**src/rtl/mul_share_sched.sv**
```systemverilog
`default_nettype none
// ============================================================================
// Module   : mul_share_sched
// Purpose  : Round-robin scheduler sharing one serial-load multiplier between
//            two requesters. Optional operand reuse cache: MUL_REUSE_EN.
// Revision : 1.0 - initial release
// ============================================================================
module mul_share_sched #(
    parameter int WIDTH      = 16,
    parameter int SETTLE_CYC = 2
) (
    input  logic                 clk,
    input  logic                 rst,
    input  logic [1:0]           req_valid,
    output logic [1:0]           req_ready,
    input  logic [WIDTH-1:0]     req0_a,
    input  logic [WIDTH-1:0]     req0_b,
    input  logic [WIDTH-1:0]     req1_a,
    input  logic [WIDTH-1:0]     req1_b,
    output logic                 rsp_valid,
    input  logic                 rsp_ready,
    output logic                 rsp_id,
    output logic [2*WIDTH-1:0]   rsp_data,
    output logic                 ser_a,
    output logic                 ser_b,
    output logic                 latch_gate,
    input  logic [2*WIDTH-1:0]   mul_result,
    output logic                 busy
);

    localparam int CMAX = (WIDTH > SETTLE_CYC) ? WIDTH : SETTLE_CYC;
    localparam int CW   = $clog2(CMAX + 1);

    typedef enum logic [2:0] {
        S_IDLE   = 3'd0,
        S_SHIFT  = 3'd1,
        S_LATCH  = 3'd2,
        S_SETTLE = 3'd3,
        S_RESP   = 3'd4
    } state_t;

    state_t            state_q;
    logic [CW-1:0]     cnt_q;
    logic              last_grant_q;
    logic              id_q;
    logic [WIDTH-1:0]  sh_a_q;
    logic [WIDTH-1:0]  sh_b_q;

    logic              w_gid;
    logic              w_accept;
    logic              w_hit;
    logic [WIDTH-1:0]  w_sel_a;
    logic [WIDTH-1:0]  w_sel_b;

`ifdef MUL_REUSE_EN
    logic              cache_valid_q;
    logic [WIDTH-1:0]  cache_a_q;
    logic [WIDTH-1:0]  cache_b_q;
`endif

    always_comb begin
        w_gid = 1'b0;
        case (req_valid)
            2'b10:   w_gid = 1'b1;
            2'b11:   w_gid = ~last_grant_q;
            default: w_gid = 1'b0;
        endcase
        req_ready = 2'b00;
        if (!rst && state_q == S_IDLE && req_valid != 2'b00)
            req_ready = w_gid ? 2'b10 : 2'b01;
    end

    assign w_accept = |(req_valid & req_ready);
    assign w_sel_a  = w_gid ? req1_a : req0_a;
    assign w_sel_b  = w_gid ? req1_b : req0_b;

`ifdef MUL_REUSE_EN
    assign w_hit = cache_valid_q && (w_sel_a == cache_a_q) && (w_sel_b == cache_b_q);
`else
    assign w_hit = 1'b0;
`endif

    // The operand registers rotate rather than shift, so after WIDTH-1
    // rotations in SHIFT they hold the original operands again for the cache.
    always_ff @(posedge clk or posedge rst) begin
        if (rst) begin
            state_q      <= S_IDLE;
            cnt_q        <= '0;
            last_grant_q <= 1'b1;
            id_q         <= 1'b0;
            sh_a_q       <= '0;
            sh_b_q       <= '0;
            rsp_valid    <= 1'b0;
            rsp_id       <= 1'b0;
            rsp_data     <= '0;
            ser_a        <= 1'b0;
            ser_b        <= 1'b0;
            latch_gate   <= 1'b0;
            busy         <= 1'b0;
`ifdef MUL_REUSE_EN
            cache_valid_q <= 1'b0;
            cache_a_q     <= '0;
            cache_b_q     <= '0;
`endif
        end else begin
            case (state_q)
                S_IDLE: begin
                    if (w_accept) begin
                        id_q         <= w_gid;
                        last_grant_q <= w_gid;
                        busy         <= 1'b1;
                        cnt_q        <= '0;
                        if (w_hit) begin
                            rsp_data  <= mul_result;
                            rsp_id    <= w_gid;
                            rsp_valid <= 1'b1;
                            state_q   <= S_RESP;
                        end else begin
                            ser_a   <= w_sel_a[WIDTH-1];
                            ser_b   <= w_sel_b[WIDTH-1];
                            sh_a_q  <= {w_sel_a[WIDTH-2:0], w_sel_a[WIDTH-1]};
                            sh_b_q  <= {w_sel_b[WIDTH-2:0], w_sel_b[WIDTH-1]};
                            state_q <= S_SHIFT;
                        end
                    end
                end
                S_SHIFT: begin
                    if (cnt_q == CW'(WIDTH - 1)) begin
                        ser_a      <= 1'b0;
                        ser_b      <= 1'b0;
                        latch_gate <= 1'b1;
                        cnt_q      <= '0;
                        state_q    <= S_LATCH;
                    end else begin
                        ser_a  <= sh_a_q[WIDTH-1];
                        ser_b  <= sh_b_q[WIDTH-1];
                        sh_a_q <= {sh_a_q[WIDTH-2:0], sh_a_q[WIDTH-1]};
                        sh_b_q <= {sh_b_q[WIDTH-2:0], sh_b_q[WIDTH-1]};
                        cnt_q  <= cnt_q + 1'b1;
                    end
                end
                S_LATCH: begin
                    latch_gate <= 1'b0;
                    cnt_q      <= '0;
                    state_q    <= S_SETTLE;
`ifdef MUL_REUSE_EN
                    cache_valid_q <= 1'b1;
                    cache_a_q     <= sh_a_q;
                    cache_b_q     <= sh_b_q;
`endif
                end
                S_SETTLE: begin
                    if (cnt_q == CW'(SETTLE_CYC - 1)) begin
                        rsp_data  <= mul_result;
                        rsp_id    <= id_q;
                        rsp_valid <= 1'b1;
                        state_q   <= S_RESP;
                    end else begin
                        cnt_q <= cnt_q + 1'b1;
                    end
                end
                S_RESP: begin
                    if (rsp_ready) begin
                        rsp_valid <= 1'b0;
                        busy      <= 1'b0;
                        state_q   <= S_IDLE;
                    end
                end
                default: state_q <= S_IDLE;
            endcase
        end
    end

endmodule
`default_nettype wire

```
**config.mk**
```make
export PLATFORM = sky130hd
export DESIGN_NAME = mul_share_sched
export DESIGN_NICKNAME = d
export VERILOG_FILES = /design/src/rtl/mul_share_sched.sv
export SDC_FILE = /design/constraint.sdc
export NUM_CORES = 1
export LEC_CHECK = 0
export CAP_MARGIN = 20
export CORE_ASPECT_RATIO = 1.25
export CORE_UTILIZATION = 42
export CTS_CLUSTER_SIZE = 12
export DETAILED_ROUTE_END_ITERATION = 12
export PLACE_DENSITY_LB_ADDON = 0.25
export SYNTH_ARGS = -nofsm -noshare
export SYNTH_HDL_FRONTEND = slang
export SYNTH_SLANG_ARGS = --single-unit
```
**constraint.sdc**
```tcl
create_clock -name clk -period 2.3 [get_ports clk]
set_clock_uncertainty 0.15 [all_clocks]
set_input_delay 0.23 -clock clk [delete_from_list [all_inputs] [get_ports clk]]
set_output_delay 0.23 -clock clk [all_outputs]
set_load 0.05 [all_outputs]
```
======== After elaboration in Yosys (flattened, before gate mapping) ========
Cells that the tools add are included.
word-level totals
  register bits ........................... 80
  word-level logic and storage cells ...... 83
operators by class
  $add $sub $neg .......................... 1
  equal/unequal tests ..................... 14
  multiplexer cells ....................... 33
  bitwise operators ....................... 2
  reductions and logical operators ........ 20
operator list
  cell                                           count
  2-to-1 mux 16 bit                              6
  case mux 16 bit (2 select lines)               2
  case mux 5 bit (4 select lines)                1
  2-to-1 mux 5 bit                               3
  case mux 3 bit (5 select lines)                1
  2-to-1 mux 3 bit                               4
  != test 2 bit, second input constant           6
  case mux 1 bit (2 select lines)                6
  AND reduction 3 bit                            4
  nonzero test 2 bit                             5
  2-to-1 mux 1 bit                               8
  AND reduction 2 bit                            4
  == test 3 x 2 -> 1 bit, second input constant  2
  adder 5 x 1 -> 5 bit, second input constant    1
  == test 5 x 1 -> 1 bit, second input constant  1
  == test 5 x 4 -> 1 bit, second input constant  1
  == test 2 bit, second input constant           2
  2-to-1 mux 2 bit                               2
  AND reduction 4 bit                            1
  nonzero test 4 bit                             1
  == test 3 x 1 -> 1 bit, second input constant  1
  == test 3 bit, second input constant           1
  logical NOT 3 bit                              1
  AND 2 bit                                      1
  other kinds (4)                                5

======== Depth between registers and ports, before layout ========
Gate-level depths: netlist of the first run.
  word-level depth ........................ 8
  mapped depth ............................ 10
  mapped depth without buffers ............ 8

======== Worst setup path after synthesis of the first run ========
Ideal clock, no wire load.
  path kind ............................... reg-to-reg
  from .................................... register cnt_q[0]
  to ...................................... register sh_a_q[11]
  arrival ................................. 1971 ps
  setup slack ............................. 75 ps
  stages on the path, launching flop included .. 11
  path buffers ............................ 2
  clock period less this slack ............ 2225 ps
  cell sequence ........................... dfrtp_1 -> ha_1 -> nand3_1 -> inv_1 -> ha_1 -> nand2b_2 -> a21boi_4 -> nand2b_4 -> buf_6 -> buf_6 -> o41ai_2
between the ends
  cells in the longest elaborated chain, start to end .. 3
ends and longest elaborated chain
  element                        line  text
  start, declared                43    logic [CW-1:0] cnt_q;
  start signal, assigned         139   cnt_q <= cnt_q + 1'b1;
  start signal, assigned         159   cnt_q <= cnt_q + 1'b1;
  == test 5 x 4 -> 1 bit         128   if (cnt_q == CW'(WIDTH - 1)) begin
  != test 2 bit (no line)        -
  AND reduction 3 bit (no line)  -
  end signal, assigned           121   sh_a_q <= {w_sel_a[WIDTH-2:0], w_sel_a[WIDTH-1]};
  end signal, assigned           137   sh_a_q <= {sh_a_q[WIDTH-2:0], sh_a_q[WIDTH-1]};
  end, declared                  46    logic [WIDTH-1:0] sh_a_q;
Every way passes these cells.
A chain may end at the register's enable or synchronous reset.

======== Worst setup path after layout of the first run ========
  from .................................... register cnt_q[1]
  to ...................................... register sh_a_q[3]
Same word-level chain as after synthesis.

==> Flow_metrics.wiki, run 1 <==
{| class="wikitable"
! Metric !! Value
|-
| Growth of design area from synthesis to finish || 49.2%
|-
| Number of antenna violations at the first check in global routing || 0
|-
| Sequential fraction of the synthesis area || around 47%
|-
| Post-synth net total || 484
|-
| Combinational family with the most area after synthesis || compound AO/OA/AOI/OAI gates
|-
| Synth area leader || dfrtp_1
|-
| Number of global-route vias before repair || between 3000 and 4000
|-
| Biggest fanout along the worst timing path || 30
|-
| R2R depth || 9
|-
| Total placed instance area || around 6000 um2
|-
| Number of pins with negative max-slew slack in the final report || 0
|-
| Final setup violation count || 1
|-
| Reg2Reg Launch Point || cnt_q[1]$_DFFE_PP0P_
|-
| Leakage power figure || ~2.7 nW
|-
| Maximum buffer depth of the clock tree || 2
|-
| Multiplexer fraction of the synthesized cell area || about an eighth
|-
| Type of the setup path with the least slack || reg2reg
|-
| Number of clock sinks || 80
|-
| Crit path top cell by count || ha_4
|-
| Longest individual stage delay on the worst path || 0.43 ns
|-
| Most common cell in the synthesized netlist || dfrtp_1
|-
| Worst EP required || approximately 2.3 ns
|-
| Simple-gate share of the synthesized area || about 14%
|-
| Number of DRC markers in iteration 0 || between 200 and 250
|-
| Highest Signal Layer || met4
|-
| Core region area || between 9000 and 10000 um2
|-
| Critical Path Source || cnt_q[1]$_DFFE_PP0P_
|-
| Overall overflow remaining after global route || 0
|-
| Fraction of synthesized cell area in xor and xnor cells || 0%
|-
| Register bit total from synthesis || 80
|-
| Pin count of the biggest net entering global routing || between 40 and 50
|-
| Violated checks || setup timing
|-
| Final critical-path share of the clock period || 102%
|-
| Number of primary I/O pins || about 140
|-
| Adder and majority cell fraction of the synthesized area || between 1 and 1.5%
|-
| Headroom to the max-slew limit || between 50 and 60%
|-
| Number of remaining DRC errors || 0
|-
| Die width || between 90 and 100 um
|-
| Arrival @ worst endpoint || 2.37 ns
|-
| Dominant cells by area after synthesis || dfrtp_1 (46%), o41ai_2 (11%), mux2_4 (10%), nor3_1 (7.1%), o21ai_0 (3.7%)
|-
| Total power || about 10 mW
|-
| Final worst-path setup slack || -0.0391 ns
|-
| Worst min-delay path class || in2async
|-
| Share of flip-flops with an asynchronous set or reset || 100%
|-
| Yosys top cell area share || about 46%
|-
| Global-route wire length before repair || 17200 um
|-
| First-pass detailed-route iteration total || 4
|-
| Vias post-DR || roughly 3500
|-
| Final #Nets || about 620
|-
| Synthesized area per cell || 11.3 um2
|-
| Detailed-route vias per instance || about 5.4
|-
| Primary FF master, synth || dfrtp_1
|-
| Diodes inserted || 0
|-
| Total length of routed met3 wires || ~900 um
|-
| Final critical-path required period || around 2.3 ns
|-
| Clock-pin slew on the worst setup and hold paths || around 0.060 ns
|-
| Post-synth EDFFs || 0
|-
| Number of max-cap violations || 0
|-
| Fin. Hold Viols || 0
|-
| Maximum clock frequency || 428 MHz
|-
| Remaining antenna violation count after routing || 0
|-
| Worst-Skew Late Latency || 0.33 ns
|-
| Cell variety after synth || 42
|-
| Number of instances in the synthesized netlist || ~380
|-
| Number of cells in the design after placement || between 600 and 700
|-
| Wire length per cell after detailed routing || between 15 and 20 um
|-
| Setup crit start kind || flop
|-
| Routed length on met1 || between 4000 and 5000 um
|-
| Number of warnings reported in the yosys synthesis log || 0
|-
| Post-DP HPWL || between 7000 and 8000 um
|-
| H-tree levels || 3
|-
| Clock root buffer || clkbuf_16
|-
| CTS hold repair buffers || 0
|-
| Sequential cell area || around 2000 um2
|-
| Clock tree from TritonCTS || done
|-
| Worst-margin pin slew || approximately 0.60 ns
|-
| Non-filler instance count after layout || 647
|-
| Run status || complete, but fails checks
|-
| Total power density per cell area || ~1600 nW/um2
|-
| Multi-input logic area || 2170 um2
|-
| Wirelength, routed || roughly 11000 um
|-
| Core Rows || 40
|-
| CP Cell Sequence || ha_4 > nand3_2 > inv_2 > ha_4 > nand2b_2 > a21boi_4 > buf_4 > o21ai_0 > o41ai_4
|-
| Die height || between 100 and 150 um
|-
| Pre-CTS WS || a little over 0.006 ns
|-
| Count of input and output buffers || between 100 and 150
|-
| Share of layout cells above drive strength 1 || 22.8%
|-
| Worst IR drop on VDD || ~930 uV
|-
| Filler cell count in the final layout || ~770
|-
| Cell types with the highest counts after synthesis || dfrtp_1 (79), nor3_1 (61), nor2_1 (42)
|-
| Fraction of the mapped netlist area in compound gates || between 20 and 25%
|-
| Post-layout instance area || around 6400 um2
|-
| Worst-path cell with the longest stage delay || o21ai_0
|-
| Total Routing Usage GR || 20.4%
|-
| Crit path capture type || flop
|-
| Effective utilization at floorplan || between 40% and 50%
|-
| Placer's final routability congestion estimate || slightly below 0.8
|-
| Routed wire length on met2 || between 5000 and 6000 um
|-
| TritonCTS Buffers || 9
|-
| Total die area || 10600 um2
|-
| Post-synthesis instance area || ~4300 um2
|}
cells by family after synthesis:
family	after synthesis
AOI/OAI and AO/OA	91
adders and majority gates	4
buffers and inverters	41
DFF	80
muxes	39
and+or+nand+nor	124
per-stage QoR:
step,hold WS [ns],utilization [%],TNS [ns]
after floorplan,0.164,-,0
after global placement,0.317,60.1,0
after detailed placement,0.331,60.1,0
after CTS,0.198,63.4,0
after global routing,0.226,65.5,-0.195
final,0.191,65.5,-0.0391
worst max-delay path: cells and delay by family (launching register included):
family | cells | cell delay [ns]
AO/OA/AOI/OAI | 3 | 0.74
adder cells (fa/ha/maj) | 2 | 0.34
buffers and inverters | 2 | 0.27
flip-flops | 1 | 0.42
AND/OR/NAND/NOR | 2 | 0.26
worst paths after layout:
check / to / slack, ns
hold / removal: busy$_DFFE_PP0P_ / 0.19
hold reg to reg: sh_b_q[1]$_DFFE_PP0P_ / 0.35
setup reg to reg: sh_a_q[3]$_DFFE_PP0P_ / -0.04
max in group asynchronous: last_grant_q$_DFFE_PP1P_ / 1.23
min in group clk: sh_b_q[1]$_DFFE_PP0P_ / 0.35
setup / recovery: sh_a_q[3]$_DFFE_PP0P_ / -0.04
registers in the layout, summed over array words and instances (netlist names), 3 cells and up:
register  flops
rsp_data     32
cnt_q         5
sh_a_q       16
sh_b_q       16
state_q       3
power breakdown:
part | internal [mW] | leakage, nW | switching (mW)
Clock | 0.978 | 0.152 | 0.553
Combinational | 2.69 | 1.60 | 3.15
Sequential | 2.14 | 0.956 | 0.481
metal layers:
metal	GRT usage, %	up-vias
met5	0	-
met4	7.40	0
met3	6.48	14
met2	33.0	141
met1	25.7	1689
li1	-	1660
cell usage in the layout, fill, tap and decap left out, types with 3 or more instances in the layout:
cell	synthesis	final
o41ai_2	29	23
nand2_1	7	7
clkdlybuf4s50_1	0	138
nor3_1	61	61
o41ai_4	0	6
mux2_4	29	29
o21ai_0	32	31
clkbuf_16	0	12
a21oi_1	10	10
mux2_2	6	6
buf_12	0	8
buf_4	1	9
dfrtp_1	79	78
o21ai_1	5	6
clkinvlp_4	0	3
inv_1	8	6
nor2_1	42	41
area by class of cell:
| cell class | instances | share of cell area (%) |
|---|---|---|
| Multi-Input combinational cell | 258 | 34.0 |
| Sequential cell | 80 | 31.4 |
| Timing Repair Buffer | 159 | 26.5 |
| Clock buffer | 11 | 3.80 |
| Tap cell | 126 | 2.47 |
| Clock inverter | 5 | 1.25 |
| Inverter | 8 | 0.529 |
timing repair:
action | 4_1_cts | 5_1_grt
buffers inserted | 1 | 0
resized for setup | 0 | 16
gates cloned | 0 | 4
endpoints found under the setup margin | 5 | 34
(Power assumes the default switching activity.)
==> run 2, diff against run 1 <==
--- a/config.mk
+++ b/config.mk
@@ -10,6 +10,7 @@
 export CORE_UTILIZATION = 42
 export CTS_CLUSTER_SIZE = 12
 export DETAILED_ROUTE_END_ITERATION = 12
+export HOLD_SLACK_MARGIN = 0.1
 export PLACE_DENSITY_LB_ADDON = 0.25
 export SYNTH_ARGS = -nofsm -noshare
 export SYNTH_HDL_FRONTEND = slang
==> results of run 2 <==
The final DEF is identical to that of run 1; final timing and power are the same.
==> run 3, diff against run 2 <==
--- a/config.mk
+++ b/config.mk
@@ -5,6 +5,7 @@
 export SDC_FILE = /design/constraint.sdc
 export NUM_CORES = 1
 export LEC_CHECK = 0
+export ABC_CLOCK_PERIOD_IN_PS = 2029
 export CAP_MARGIN = 20
 export CORE_ASPECT_RATIO = 1.25
 export CORE_UTILIZATION = 42
==> constraint.sdc (replaced) <==
create_clock -name clk -period 2.03 [get_ports clk]
set_clock_uncertainty 0.15 [all_clocks]
set_input_delay 0.203 -clock clk [delete_from_list [all_inputs] [get_ports clk]]
set_output_delay 0.203 -clock clk [all_outputs]
set_load 0.05 [all_outputs]
==> run 3 against run 2 <==
The run still ends with setup timing left. Via count is 2.8% higher. Combinational power is 22% higher. Hold slack better by 0.031 ns. Utilization is 2.8 points higher. Die area stayed put. Critical path depth stayed put. Highest routed layer unchanged.
==> Flow_metrics.wiki, run 3 (synthesis gave the netlist of run 1 again) <==
{| class="wikitable"
! Metric !! Value
|-
| Clock tree from TritonCTS || done
|-
| Worst-margin pin slew || 0.658 ns
|-
| Top Registers || rsp_data (32), sh_a_q (16), sh_b_q (16)
|-
| Number of clock sinks || 80
|-
| Number of cells in the design after placement || roughly 640
|-
| Share of layout cells above drive strength 1 || about 28%
|-
| Maximum clock frequency || around 480 MHz
|-
| Post-DP HPWL || 7600 um
|-
| Number of remaining DRC errors || 0
|-
| Clock root buffer || clkbuf_16
|-
| Count of input and output buffers || 140
|-
| Leakage power figure || about 2.9 nW
|-
| Die width || slightly above 90 um
|-
| Number of flip-flops in the largest register || 32
|-
| Total die area || ~11000 um2
|-
| Overall overflow remaining after global route || 0
|-
| Growth of design area from synthesis to finish || 55.6%
|-
| Total power density per cell area || about 1700 nW/um2
|-
| Setup crit start kind || flop
|-
| Final critical-path share of the clock period || 104%
|-
| Non-filler instance count after layout || a little under 700
|-
| Crit path capture type || flop
|-
| Global-route wire length before repair || roughly 17000 um
|-
| Final worst-path setup slack || -0.0717 ns
|-
| Routed wire length on met2 || approximately 5500 um
|-
| Effective utilization at floorplan || between 40% and 50%
|-
| Pin count of the biggest net entering global routing || 44
|-
| Violated checks || setup timing
|-
| Commonest cells after routing, fill and taps aside || clkdlybuf4s50_1 (137), dfrtp_1 (78), nor3_1 (61)
|-
| Final setup violation count || 22
|-
| Number of pins with negative max-slew slack in the final report || 0
|-
| Wirelength, routed || ~11000 um
|-
| Type of the setup path with the least slack || reg2reg
|-
| Wire length per cell after detailed routing || 16.9 um
|-
| Relative contribution of the clock network to total power || a little over an eighth
|-
| Detailed-route vias per instance || about 5.3
|-
| Proportion of power drawn by combinational gates || ~62%
|-
| Number of primary I/O pins || 141
|-
| Post-layout instance area || 6670 um2
|-
| Final critical-path required period || between 2 and 2.5 ns
|-
| Number of antenna violations at the first check in global routing || 0
|-
| Maximum buffer depth of the clock tree || 2
|-
| Commonest non-fill, non-tap cell in the layout || clkdlybuf4s50_1
|-
| Total placed instance area || between 5000 and 6000 um2
|-
| Placer's final routability congestion estimate || between 0.7 and 0.8
|-
| Highest Signal Layer || met4
|-
| CTS hold repair buffers || 0
|-
| Core Rows || 40
|-
| Int Pwr || around 6.7 mW
|-
| Arrival @ worst endpoint || about 2.2 ns
|-
| RSZ-0062 raised after global routing || yes
|-
| Fin. Hold Viols || 0
|-
| First-pass detailed-route iteration total || 4
|-
| Core region area || between 9000 and 10000 um2
|-
| Vias post-DR || about 3600
|-
| Number of max-cap violations || 0
|-
| Run status || complete, but fails checks
|-
| Routed length on met1 || a little under 5000 um
|-
| Biggest fanout along the worst timing path || 10
|-
| Total length of routed met3 wires || 810 um
|-
| Die height || between 100 and 150 um
|-
| Number of DRC markers in iteration 0 || 144
|-
| Worst min-delay path class || in2async
|-
| Switching power || approximately 4.9 mW
|-
| Worst-Skew Late Latency || around 0.34 ns
|-
| Worst EP required || ~2.1 ns
|-
| Remaining antenna violation count after routing || 0
|-
| Switching power share of the total || a little over two fifths
|-
| Number of global-route vias before repair || about 3600
|-
| Total Routing Usage GR || around a fifth
|-
| Worst IR drop on VDD || between 1000 and 1500 uV
|-
| H-tree levels || 3
|-
| Part of the total power dissipated in sequential elements || 25.2%
|-
| Clock-pin slew on the worst setup and hold paths || 0.06 ns
|-
| Final #Nets || 650
|-
| Headroom to the max-slew limit || between 50% and 60%
|-
| Register ranked first by flip-flop count || rsp_data
|-
| Diodes inserted || 0
|-
| TritonCTS Buffers || 9
|-
| Total power || 11.6 mW
|}
## run 3: per-stage QoR
step	setup slack, ns	hold WS, ns	util [%]	TNS, ns
5_1_grt	-0.167	0.294	68.3	-5.20
4_1_cts	-0.0954	0.237	64.8	-1.68
6_report	-0.0717	0.222	68.3	-0.972
2_1_floorplan	-0.107	0.137	-	-2.03
3_5_place_dp	-0.112	0.317	61.5	-1.50
3_3_place_gp	-0.0395	0.314	61.5	-0.336
## run 3: layer usage
metal  GRT usage [%]  up-vias
met5               0        -
met4            10.0        0
met3            5.09       17
met2            33.4      140
li1                -     1718
met1            26.6     1727
## run 3: cell type report
type | count | area, um2
Fill cell | 748 | 3090
Multi-Input combinational cell | 258 | 2250
Sequential cell | 80 | 2000
Timing Repair Buffer | 188 | 1930
Clock buffer | 13 | 270
Tap cell | 126 | 158
Inverter | 8 | 33.8
Clock inverter | 3 | 15.0
## run 3: path summary, 6_finish.rpt
check | from | end | slack, ns | depth (start not counted)
max | cnt_q[1]$_DFFE_PP0P_ | sh_a_q[2]$_DFFE_PP0P_ | -0.07 | 9
min | rst | latch_gate$_DFFE_PP0P_ | 0.22 | 3
max reg2reg | cnt_q[1]$_DFFE_PP0P_ | sh_a_q[2]$_DFFE_PP0P_ | -0.07 | 9
min reg2reg | id_q$_DFFE_PP0P_ | id_q$_DFFE_PP0P_ | 0.33 | 1
max in group asynchronous | rst | sh_b_q[7]$_DFFE_PP0P_ | 1.02 | 4
min in group clk | mul_result[16] | rsp_data[16]$_DFFE_PP0P_ | 0.33 | 2
## run 3: power groups by stage
stage | Combinational, mW | Clock, mW | Sequential, mW
after floorplan | 3.28 | 0 | 4.09
after global routing | 7.58 | 1.63 | 3.01
after detailed placement | 6.17 | 0 | 2.91
final | 7.13 | 1.54 | 2.92
after global placement | 6.01 | 0 | 2.90
after CTS | 6.30 | 1.57 | 2.90
## run 3: worst max-delay path, cell delays in order, from the launching register on
cell	delay, ns
dfrtp_1	0.38
ha_2	0.20
nand3_2	0.08
inv_2	0.04
ha_4	0.15
nand2b_4	0.13
a21boi_4	0.13
nand2b_4	0.19
buf_6	0.18
o41ai_2	0.35
## run 3: timing repair
item                                    in CTS  in global routing
gates resized for setup                      7                 33
cloned                                       0                  5
buffers inserted                             2                  9
endpoints found under the setup margin      25                 64
pin swaps                                    0                  2
==> RTL edit: new RTL, config.mk and constraints of run 1 <==
The parameter `WIDTH` goes from 16 to 64.
--- a/src/rtl/mul_share_sched.sv
+++ b/src/rtl/mul_share_sched.sv
@@ -6,7 +6,7 @@
 // Revision : 1.0 - initial release
 // ============================================================================
 module mul_share_sched #(
-    parameter int WIDTH      = 16,
+    parameter int WIDTH      = 64,
     parameter int SETTLE_CYC = 2
 ) (
     input  logic                 clk,
Ports: changed (6 resized); port bits go from 141 to 525. The function was not compared with the original's and may differ.
==> RTL edit against run 1 <==
- worst hold slack lost 57 ps
- setup slack improved by 110 ps
- cell area rose to 3.2 times the old value
- global-route usage is 5.2 points higher
- first-iteration DRC count rose to 2.7 times the old value
- sequential cell count rose by 194
- wire length rose to 3.9 times the old value
- final cell count grew to 3.2 times the old value
- power up 75%
- synthesized area grew to 3.2 times the old value
- largest power group is now sequential cells
==> RTL edit: results (changes against run 1) <==
gp_congestion: 0.841  # +6.6%
crit_slowest_cell: "dfstp_2"
status: "completed"
critPathMaxStageDelay_ps: 580  # +150 ps
grt_usage_pct: 25.6  # +5.2 points
syn_nets: 1477  # +210%
p_leak_nw: 9.05  # +230%
grt_pass1_wl_um: 64700  # +280%
largestRegisters: "rsp_data: 128 flops, sh_a_q: 64 flops, sh_b_q: 64 flops"
drive_gt1_share_pct: 23.7  # +0.85 points
synth_common_cells: "273 x dfrtp_1, 138 x nand2_1, 130 x a21oi_1, 129 x mux2_4"
cts_max_level: 1  # -2
grt_max_degree: 132  # +190%
synth_cells: 1086  # +190%
ys_top_cells_by_area: "dfrtp_1 51%, mux2_4 14%, mux2_2 11%"
cp.arrival_ps: 1850  # -520 ps
ys_seq_area_share_pct: 50.8  # +4.0 points
wire_per_inst_um: 20.9  # +22%
viasPerCell: 5.27  # -2.7%
grt_pass1_vias: 11500  # +220%
cpLargestDelayFamily: "flip-flops"
hpwlAfterDp_um: 32500  # +340%
cts_buffers: 29  # +20
worstSkewPairLatency_ps: 550  # +220 ps
dp.cells: 2001  # +220%
rr_worst_depth: 6  # -3
synthDistinctLibCells: 50  # +19%
antenna_found_initial: 4  # +4
vias: 10800  # +210%
drt_iter0_markers: 547  # +170%
postPlaceCellArea_um2: 19600  # +230%
drtPass1Iterations: 5  # +1
## RTL edit: path summary, 6_finish.rpt
path,startpoint,end,slack (ps)
setup / recovery,last_grant_q,req_ready[0],70
hold / removal,mul_result[76],rsp_data[76],130
setup reg to reg,cnt_q[0],rsp_data[91],100
hold reg to reg,id_q,id_q,330
max in group asynchronous,rst,sh_b_q[38],760
min in group asynchronous,rst,sh_a_q[0],550
## RTL edit: kinds of logic after synthesis
group | count (synthesis) | share of synthesized area, %
xor gates and xnor gates | 2 | 0.130
muxes | 259 | 25.1
DFF | 274 | 50.8
and+or+nand+nor | 171 | 5.37
adders and majority gates | 2 | 0.185
AOI/OAI and AO/OA | 287 | 14.8
buffers and inverters | 91 | 3.65
## RTL edit: worst reg2reg max path, cell delays in order (launching register included)
cell	delay (ps)
dfrtp_1	430
ha_1	230
and4bb_1	210
and2_2	290
nand2_8	180
buf_12	230
mux2_2	370
## RTL edit: layer usage
metal	part of all wire (%)	GRT usage [%]	wire (µm)	up-vias
met5	0.072	0	31	-
met4	4.9	12.5	2130	4
met3	9.9	9.13	4260	99
met2	49	43.9	20900	421
met1	36	28.0	15600	5274
li1	-	-	-	5020
## RTL edit: timing repair
action,CTS,global route
pin swaps,0,1
cloned,0,1
gates resized for setup,4,3
hold buffers,1,0
endpoints found under the hold margin,8,0
endpoints found under the setup margin,3,119
## RTL edit: power by group
| group | internal (mW) | switching [mW] |
|---|---|---|
| Combinational | 3.73 | 2.53 |
| Clock | 2.40 | 1.88 |
| Sequential | 6.17 | 0.804 |
| Total | 12.3 | 5.21 |
## RTL edit: area by class of cell
type,instances,area (µm²)
multi-input cells,722,6230
repair buffers,591,6020
clock inverters,6,42.5
flip-flops and latches,274,6860
fillers,2462,11200
diodes,2,5.00
well taps,412,515
clock buffers,41,801
inverters,4,18.8
## RTL edit: per-stage QoR
step                      total power, mW  setup TNS, ps  utilization (%)
after CTS                            17.7          -7.59             64.6
after floorplan                      11.1        -465540                -
after global routing                 18.4              0             64.6
after global placement               13.1              0             61.9
after detailed placement             13.3           -192             61.9
final                                17.5              0             64.7
